[src/rtl/shared_reg_arbiter.sv]
// -----------------------------------------------------------------------------
// shared_reg_arbiter
//
// Round-robin arbiter granting four requesters access to one shared register.
// Each transaction takes two cycles: IDLE picks a winner at a clock edge and
// the following GRANT cycle drives the register-side controls for exactly one
// cycle. All outputs are registered.
//
// Ports:
//   clk        clock, all state changes on the rising edge
//   clr        asynchronous active-high reset
//   req        [3:0]      per-requester access request
//   req_clear  [3:0]      per-requester op: 1 = clear register, 0 = write it
//   req_data   [4*DW-1:0] packed write data, requester i at [i*DW +: DW]
//   hold       freezes new grants while high (does not stretch GRANT)
//   gnt        [3:0]      one-hot grant pulse to the winner
//   reg_data   [DW-1:0]   data to the shared register
//   reg_we     write enable to the shared register
//   reg_clr    synchronous clear to the shared register
//   owner      [1:0]      index of the most recently granted requester
//   busy       high while the FSM is in GRANT
// -----------------------------------------------------------------------------
module shared_reg_arbiter #(
  parameter int DW = 32
) (
  input  logic            clk,
  input  logic            clr,
  input  logic [3:0]      req,
  input  logic [3:0]      req_clear,
  input  logic [4*DW-1:0] req_data,
  input  logic            hold,
  output logic [3:0]      gnt,
  output logic [DW-1:0]   reg_data,
  output logic            reg_we,
  output logic            reg_clr,
  output logic [1:0]      owner,
  output logic            busy
);

  typedef enum logic {
    IDLE  = 1'b0,
    GRANT = 1'b1
  } state_t;

  state_t        state, state_nxt;
  logic [1:0]    ptr, ptr_nxt;
  logic [3:0]    gnt_nxt;
  logic [DW-1:0] reg_data_nxt;
  logic          reg_we_nxt;
  logic          reg_clr_nxt;
  logic [1:0]    owner_nxt;
  logic          busy_nxt;

  // Round-robin search: start one past the last winner and walk upward with
  // wrap; the 2-bit addition provides the modulo-4 wrap for free.
  logic [1:0] win;
  logic       found;
  logic [1:0] cand;

  always_comb begin
    win   = ptr;
    found = 1'b0;
    cand  = '0;
    for (int k = 1; k <= 4; k++) begin
      cand = ptr + 2'(k);
      if (!found && req[cand]) begin
        win   = cand;
        found = 1'b1;
      end
    end
  end

  // Next-state and next-output logic.
  // NOTE: every signal written here gets a default first, so no path through
  // the case statement can leave a value unassigned and infer a latch.
  always_comb begin
    state_nxt    = state;
    ptr_nxt      = ptr;
    gnt_nxt      = '0;
    reg_data_nxt = reg_data;
    reg_we_nxt   = 1'b0;
    reg_clr_nxt  = 1'b0;
    owner_nxt    = owner;
    busy_nxt     = 1'b0;

    case (state)
      IDLE: begin
        if (!hold && found) begin
          state_nxt      = GRANT;
          ptr_nxt        = win;
          gnt_nxt        = 4'b0001 << win;
          owner_nxt      = win;
          busy_nxt       = 1'b1;
          if (req_clear[win]) begin
            reg_clr_nxt  = 1'b1;
            reg_data_nxt = '0;
          end else begin
            reg_we_nxt   = 1'b1;
            reg_data_nxt = req_data[int'(win)*DW +: DW];
          end
        end
      end
      GRANT: begin
        // Unconditional return: req and hold are ignored for one cycle, so
        // the transaction in flight is never altered or stretched.
        state_nxt = IDLE;
      end
      default: begin
        state_nxt = IDLE;
      end
    endcase
  end

  // State and output registers. ptr resets to 3 so the first search after
  // reset starts at requester 0.
  // NOTE: sequential state uses non-blocking assignments so every register
  // samples the pre-edge values regardless of statement order.
  always_ff @(posedge clk or posedge clr) begin
    if (clr) begin
      state    <= IDLE;
      ptr      <= 2'd3;
      gnt      <= '0;
      reg_data <= '0;
      reg_we   <= 1'b0;
      reg_clr  <= 1'b0;
      owner    <= 2'd0;
      busy     <= 1'b0;
    end else begin
      state    <= state_nxt;
      ptr      <= ptr_nxt;
      gnt      <= gnt_nxt;
      reg_data <= reg_data_nxt;
      reg_we   <= reg_we_nxt;
      reg_clr  <= reg_clr_nxt;
      owner    <= owner_nxt;
      busy     <= busy_nxt;
    end
  end

endmodule

[config.mk]
export PLATFORM = sky130hd
export DESIGN_NAME = shared_reg_arbiter
export DESIGN_NICKNAME = d
export VERILOG_FILES = /design/src/rtl/shared_reg_arbiter.sv
export SDC_FILE = /design/constraint.sdc
export NUM_CORES = 1
export LEC_CHECK = 0
export BUFFER_PORTS_ARGS = -buffer_cell sky130_fd_sc_hd__buf_2
export CAP_MARGIN = 30
export CORE_MARGIN = 4
export CORE_UTILIZATION = 33
export CTS_CLUSTER_DIAMETER = 200
export DETAILED_ROUTE_END_ITERATION = 8
export PLACE_DENSITY = 0.59
export SYNTH_ARGS = -nofsm -noshare
export SYNTH_HDL_FRONTEND = slang
export SYNTH_SLANG_ARGS = --single-unit
[constraint.sdc]
create_clock -name clk -period 2.9 [get_ports clk]
set_input_delay 0.435 -clock clk [delete_from_list [all_inputs] [get_ports clk]]
set_output_delay 0.435 -clock clk [all_outputs]
set_load 0.005 [all_outputs]
==> results of run 1 <==
[sequential cells by signal, indices dropped and copies added (netlist names)]
register and cells:
reg_clr 1, owner 2, busy 1, gnt 4
reg_data 32, ptr 2, reg_we 1
[synthesized netlist by cell type (all sizes together)]
cell / count
o21ba: 1
o31ai: 32
nor2: 7
dfrtp: 41
buf: 25
nor2b: 3
mux4: 1
o41ai: 2
and2: 2
a221oi: 1
nor4: 1
mux2: 32
a221o: 1
nand3b: 31
or3: 1
inv: 67
a21o: 1
a211o: 32
a21oi: 2
dfstp: 2
a2111oi: 64
or4: 1
nor3: 4
nand2: 36
clkbuf: 26
o21ai: 2
[final cells by class]
class	instances	area [sq um]
multi-input cells	257	2050
repair buffers	189	1030
flip-flops and latches	43	1080
fillers	1123	5790
clock inverters	3	20.0
clock buffers	5	68.8
well taps	136	170
diodes	1	2.50
inverters	67	251
[cell usage in the layout (no fill, tap or decap), types with 2 or more instances in the layout]
master      count
dfrtp_1        41
a21oi_1         2
a211o_1        32
clkbuf_8        5
dfstp_2         2
mux2_1         15
buf_2         179
nor2b_1         3
buf_12          3
mux2_2         17
buf_4           6
and2_1          2
inv_1          66
nor3_1          4
nand2_1        34
o41ai_1         2
o31ai_1        32
clkinvlp_4      2
a2111oi_0      64
nand3b_1       31
nor2_1          7
[per-layer routing]
layer	track usage (%)	vias up
li1	-	1853
met1	24.8	1844
met2	30.6	134
met3	4.58	19
met4	5.05	4
met5	0	-
[worst max-delay path: stages, from the launching register on]
cell       delay, ns
dfstp_2         0.58
nor2b_1         0.08
or3_2           0.63
buf_4           0.34
a2111oi_0       0.52
mux2_2          0.24
a211o_1         0.09
[power breakdown]
part	internal, W	switching, W
registers	0.000850	0.000150
logic	0.000665	0.000885
clock network	0.000168	0.000227
[logic make-up (layout without fill, tap and decap cells)]
family,Yosys count,in the layout
mux,33,33
simple gates,86,86
compound gates,138,138
flops,43,43
other cells,0,1
buf+inv,118,264
[path summary, 6_finish.rpt]
kind                                end  slack, ns          from  depth (start not counted)
min                        reg_data[27]       0.19           clr                          2
min reg2reg                    owner[1]       0.49      owner[1]                          2
min in group clk            reg_data[9]       0.34  req_data[41]                          2
max reg2reg                reg_data[24]       0.36        ptr[0]                          6
max                        reg_data[24]       0.36        ptr[0]                          6
max in group asynchronous        ptr[1]       2.13           clr                          3
[stage by stage]
step / hold slack, ns / cell area, sq um / total power, W / util, % / instances
2_1_floorplan: 0.473 / 3590 / 0.00196 / - / 418
3_3_place_gp: 0.470 / 4550 / 0.00252 / 43.5 / 691
3_5_place_dp: 0.478 / 4580 / 0.00257 / 43.8 / 692
4_1_cts: 0.190 / 4670 / 0.00298 / 44.6 / 700
5_1_grt: 0.203 / 4670 / 0.00317 / 44.7 / 701
6_report: 0.189 / 4670 / 0.00294 / 44.7 / 701
==> run_results.csv, run 1 <==
group,metric,value,unit
floorplanning,core_area,10500,sq um
synth,synth_cell_types,34,
layout,fin_nets,702,
routing,wl_met1,5420,um
grt,first_global_vias,3785,
synth,ys_seq_area_share,30.0,%
routing,antenna_left,0,
floorplanning,io_pins,180,
place,dpl.hpwl,8770,um
routing,routedWlPerCell,17.9,um
synth,ys_ff_latch,43,
place,gp_congestion,0.781,
place,io_buffers,179,
synth,synthesis.instances,418,
synth,synth_xor_xnor_area_share,0,%
routing,highest_layer,"met5",
grt,grt_max_degree,68,
synth,synth_top_family_by_area,"compound AO/OA/AOI/OAI gates",
grt,antenna_found_initial,3,
layout,area_growth,30.1,%
run_status,status,"completed",
sta,finalMaxSlewViolations,0,
sta,fmax,394,MHz
setup_path,cp_max_fo,51,
floorplanning,die_w,112,um
synth,synthAdderAreaFrac,0,%
cts,cts_setup_buffers,0,
setup_path,end_kind,"register",
sta,fin_tns_setup,0,ns
routing,met3WireLength,793,um
routing,drt_iter0_drc,245,
routing,dr_wl_met2,6090,um
sta,setup_ws,0.364,ns
pwr,irDropWorstVdd,411,uV
synth,ys_warn_count,0,
cts,cts_tree,"done",
sta,grt_setup_unrepaired,"false",
setup_path,critical_path_class,"register to register",
setup_path,arrival,2.77,ns
sta,relSlewSlack,38.9,%
routing,dr_total_vias,3854,
sta,skew,0.00279,ns
layout,drive_gt1_share,40.1,%
synth,synth_top_area_share,28.6,%
floorplanning,num_rows,37,
routing,first_pass_iters,7,
pwr,p_leak,2.50,nW
sta,setup_violations,0,
run,drv_cap,0,
synth,synth_nets,557,
synth,synth-simple-area-share,13.5,%
setup_path,cp_data_required_time,3.14,ns
cts,clockBufferDepth,2,
synth,synthTopCellsByArea,"dfrtp_1, a2111oi_0, a211o_1, inv_1, o31ai_1",
cts,insertion_delay,0.29,ns
sta,finalHoldViolations,0,
grt,globalRoute.totalOverflow,0,
cts,numCtsBuffers,5,
cts,clock-root-buffer,"clkbuf_8",
cts,clock_sinks,43,
routing,wirelength,12500,um
sta,layout_min_cycle_time,2.54,ns
synth,synth_top_area_cell,"dfrtp_1",
floorplanning,die_y,112,um
floorplanning,start_util,34.3,%
cts,cts.repair.resized,0,
place,post-place-ws,0.305,ns
setup_path,worstSetupStartpointType,"register",
sta,tightest_slew,0.909,ns
synth,synthMuxAreaShare,10.7,%
routing,drcViolationCount,0,
synth,syn_area_per_cell,8.59,sq um
grt,grt_usage,18.7,%
grt,grt_first_pass_wirelength,19400,um
min_path,hp-class,"primary input to async pin",
cts,hold_buffers,0,
floorplanning,dieArea,12600,sq um
pwr,powerDensity,630,nW/um^2
cts,htreeDepth,2,
cts,path_clk_slew,0.09,ns
routing,viasPerCell,5.50,
synth,syn_area,3590,sq um
sta,period_share,87.4,%
synth,synth-compound-area-share,32.3,%
(Power assumes the default switching activity.)
==> run 2, diff against run 1 <==
--- a/config.mk
+++ b/config.mk
@@ -7,11 +7,12 @@
 export LEC_CHECK = 0
 export BUFFER_PORTS_ARGS = -buffer_cell sky130_fd_sc_hd__buf_2
 export CAP_MARGIN = 30
-export CORE_MARGIN = 4
+export CORE_MARGIN = 2
 export CORE_UTILIZATION = 33
 export CTS_CLUSTER_DIAMETER = 200
 export DETAILED_ROUTE_END_ITERATION = 8
 export PLACE_DENSITY = 0.59
+export RECOVER_POWER = 100
 export SYNTH_ARGS = -nofsm -noshare
 export SYNTH_HDL_FRONTEND = slang
 export SYNTH_SLANG_ARGS = --single-unit
==> run_results.csv, run 2 (synthesis results as in run 1) <==
group,metric,value,unit
setup_path,cp_max_fo,35,
cts,path_clk_slew,0.10,ns
layout,largest_reg_flops,32,
layout,ff_latch_area,1080,sq um
cts,cts_setup_buffers,0,
grt,globalRoute.totalOverflow,0,
layout,multi_input_area,2040,sq um
sta,grt_setup_unrepaired,"false",
routing,drt_iter0_drc,199,
grt,grt_usage,19.9,%
layout,final_cell_mix,"buf_2, inv_1, a2111oi_0, dfrtp_1, nand2_1",
cts,hold_buffers,0,
sta,finalMaxSlewViolations,0,
routing,dr_total_vias,3871,
pwr,powerDensity,651,nW/um^2
cts,clock_sinks,43,
sta,setup_violations,0,
cts,cts_tree,"done",
layout,mostFrequentLayoutCell,"buf_2",
routing,drcViolationCount,0,
place,post-place-ws,0.303,ns
routing,viasPerCell,5.48,
run,drv_cap,0,
pwr,irDropWorstVdd,305,uV
cts,clock-root-buffer,"clkbuf_8",
place,gp_congestion,0.807,
floorplanning,dieArea,11700,sq um
floorplanning,die_w,108,um
setup_path,end_kind,"register",
sta,relSlewSlack,2.94,%
sta,layout_min_cycle_time,2.60,ns
setup_path,cp_data_required_time,3.10,ns
routing,antenna_left,0,
layout,area_growth,29.9,%
grt,antenna_found_initial,1,
pwr,intPower,0.00177,W
layout,biggestRegsByFlops,"reg_data (32), gnt (4)",
layout,drive_gt1_share,37.3,%
routing,wirelength,11900,um
sta,skew,0.00604,ns
floorplanning,core_area,10700,sq um
routing,routedWlPerCell,16.9,um
cts,htreeDepth,2,
layout,fin_nets,704,
grt,grt_first_pass_wirelength,18600,um
cts,cts.repair.resized,0,
pwr,p_sw,0.00126,W
sta,period_share,89.7,%
layout,regMostFlops,"reg_data",
floorplanning,num_rows,38,
grt,grt_max_degree,66,
place,io_buffers,179,
pwr,swShare,41.6,%
setup_path,worstSetupStartpointType,"register",
floorplanning,start_util,33.4,%
pwr,pwr-share-clk,16.5,%
floorplanning,die_y,108,um
cts,clockBufferDepth,2,
cts,insertion_delay,0.30,ns
cts,numCtsBuffers,5,
setup_path,critical_path_class,"register to register",
sta,setup_ws,0.298,ns
min_path,hp-class,"primary input to async pin",
sta,fin_tns_setup,0,ns
pwr,p_leak,2.47,nW
run_status,status,"completed",
floorplanning,io_pins,180,
pwr,finalPower,0.00304,W
place,dpl.hpwl,8200,um
sta,fmax,384,MHz
layout,fillCellCount,1128,
grt,first_global_vias,3725,
pwr,p_seq_share,32.7,%
sta,finalHoldViolations,0,
sta,tightest_slew,1.46,ns
setup_path,arrival,2.80,ns
pwr,pwr-share-comb,50.8,%
routing,first_pass_iters,4,
[run 2: power by group through the flow]
stage               clock (W)  combinational, W  sequential [W]
floorplan                   0          0.000955         0.00101
global placement            0           0.00155         0.00101
detailed placement          0           0.00158         0.00101
CTS                  0.000525           0.00158        0.000998
global route         0.000535           0.00170         0.00103
finish               0.000500           0.00154        0.000994
[run 2: layer usage]
| metal | share of wire, % | up-vias | GRT usage [%] |
|---|---|---|---|
| met3 | 5.8 | 18 | 3.01 |
| li1 | - | 1853 | - |
| met4 | 1.9 | 0 | 6.32 |
| met5 | 0 | - | 0 |
| met2 | 49 | 157 | 34.2 |
| met1 | 44 | 1843 | 25.7 |
[run 2: layout make-up]
type / count / share of cell area, %
Timing Repair Buffer: 191 / 21.4
Clock inverter: 3 / 1.02
Inverter: 67 / 5.39
Sequential cell: 43 / 23.1
Clock buffer: 5 / 1.47
Multi-Input combinational cell: 257 / 43.8
Antenna cell: 1 / 0.0536
Tap cell: 140 / 3.75
[run 2: stage by stage]
step	instance area (sq um)	cells	hold WS (ns)	utilization, %
after floorplan	3590	418	0.473	-
after global placement	4570	697	0.468	42.6
after detailed placement	4570	697	0.489	42.6
after CTS	4690	705	0.321	43.6
after global routing	4670	707	0.290	43.4
final	4670	707	0.228	43.4
[run 2: worst max-delay path: stages (launching register included)]
cell	delay, ns
dfstp_2	0.58
nor2b_1	0.07
or3_2	0.47
nand2_2	0.11
clkbuf_2	0.66
mux4_2	0.43
and2_1	0.17
[run 2: worst paths after layout]
| path | startpoint | endpoint | slack [ns] | cells past startpoint |
|---|---|---|---|---|
| min in group clk | req_data[42] | reg_data[10] | 0.33 | 2 |
| hold reg to reg | owner[1] | owner[1] | 0.50 | 2 |
| hold / removal | clr | reg_data[5] | 0.23 | 2 |
| setup / recovery | ptr[0] | reg_clr | 0.30 | 6 |
| setup reg to reg | ptr[0] | reg_clr | 0.30 | 6 |
| max in group asynchronous | clr | reg_data[24] | 0.88 | 3 |
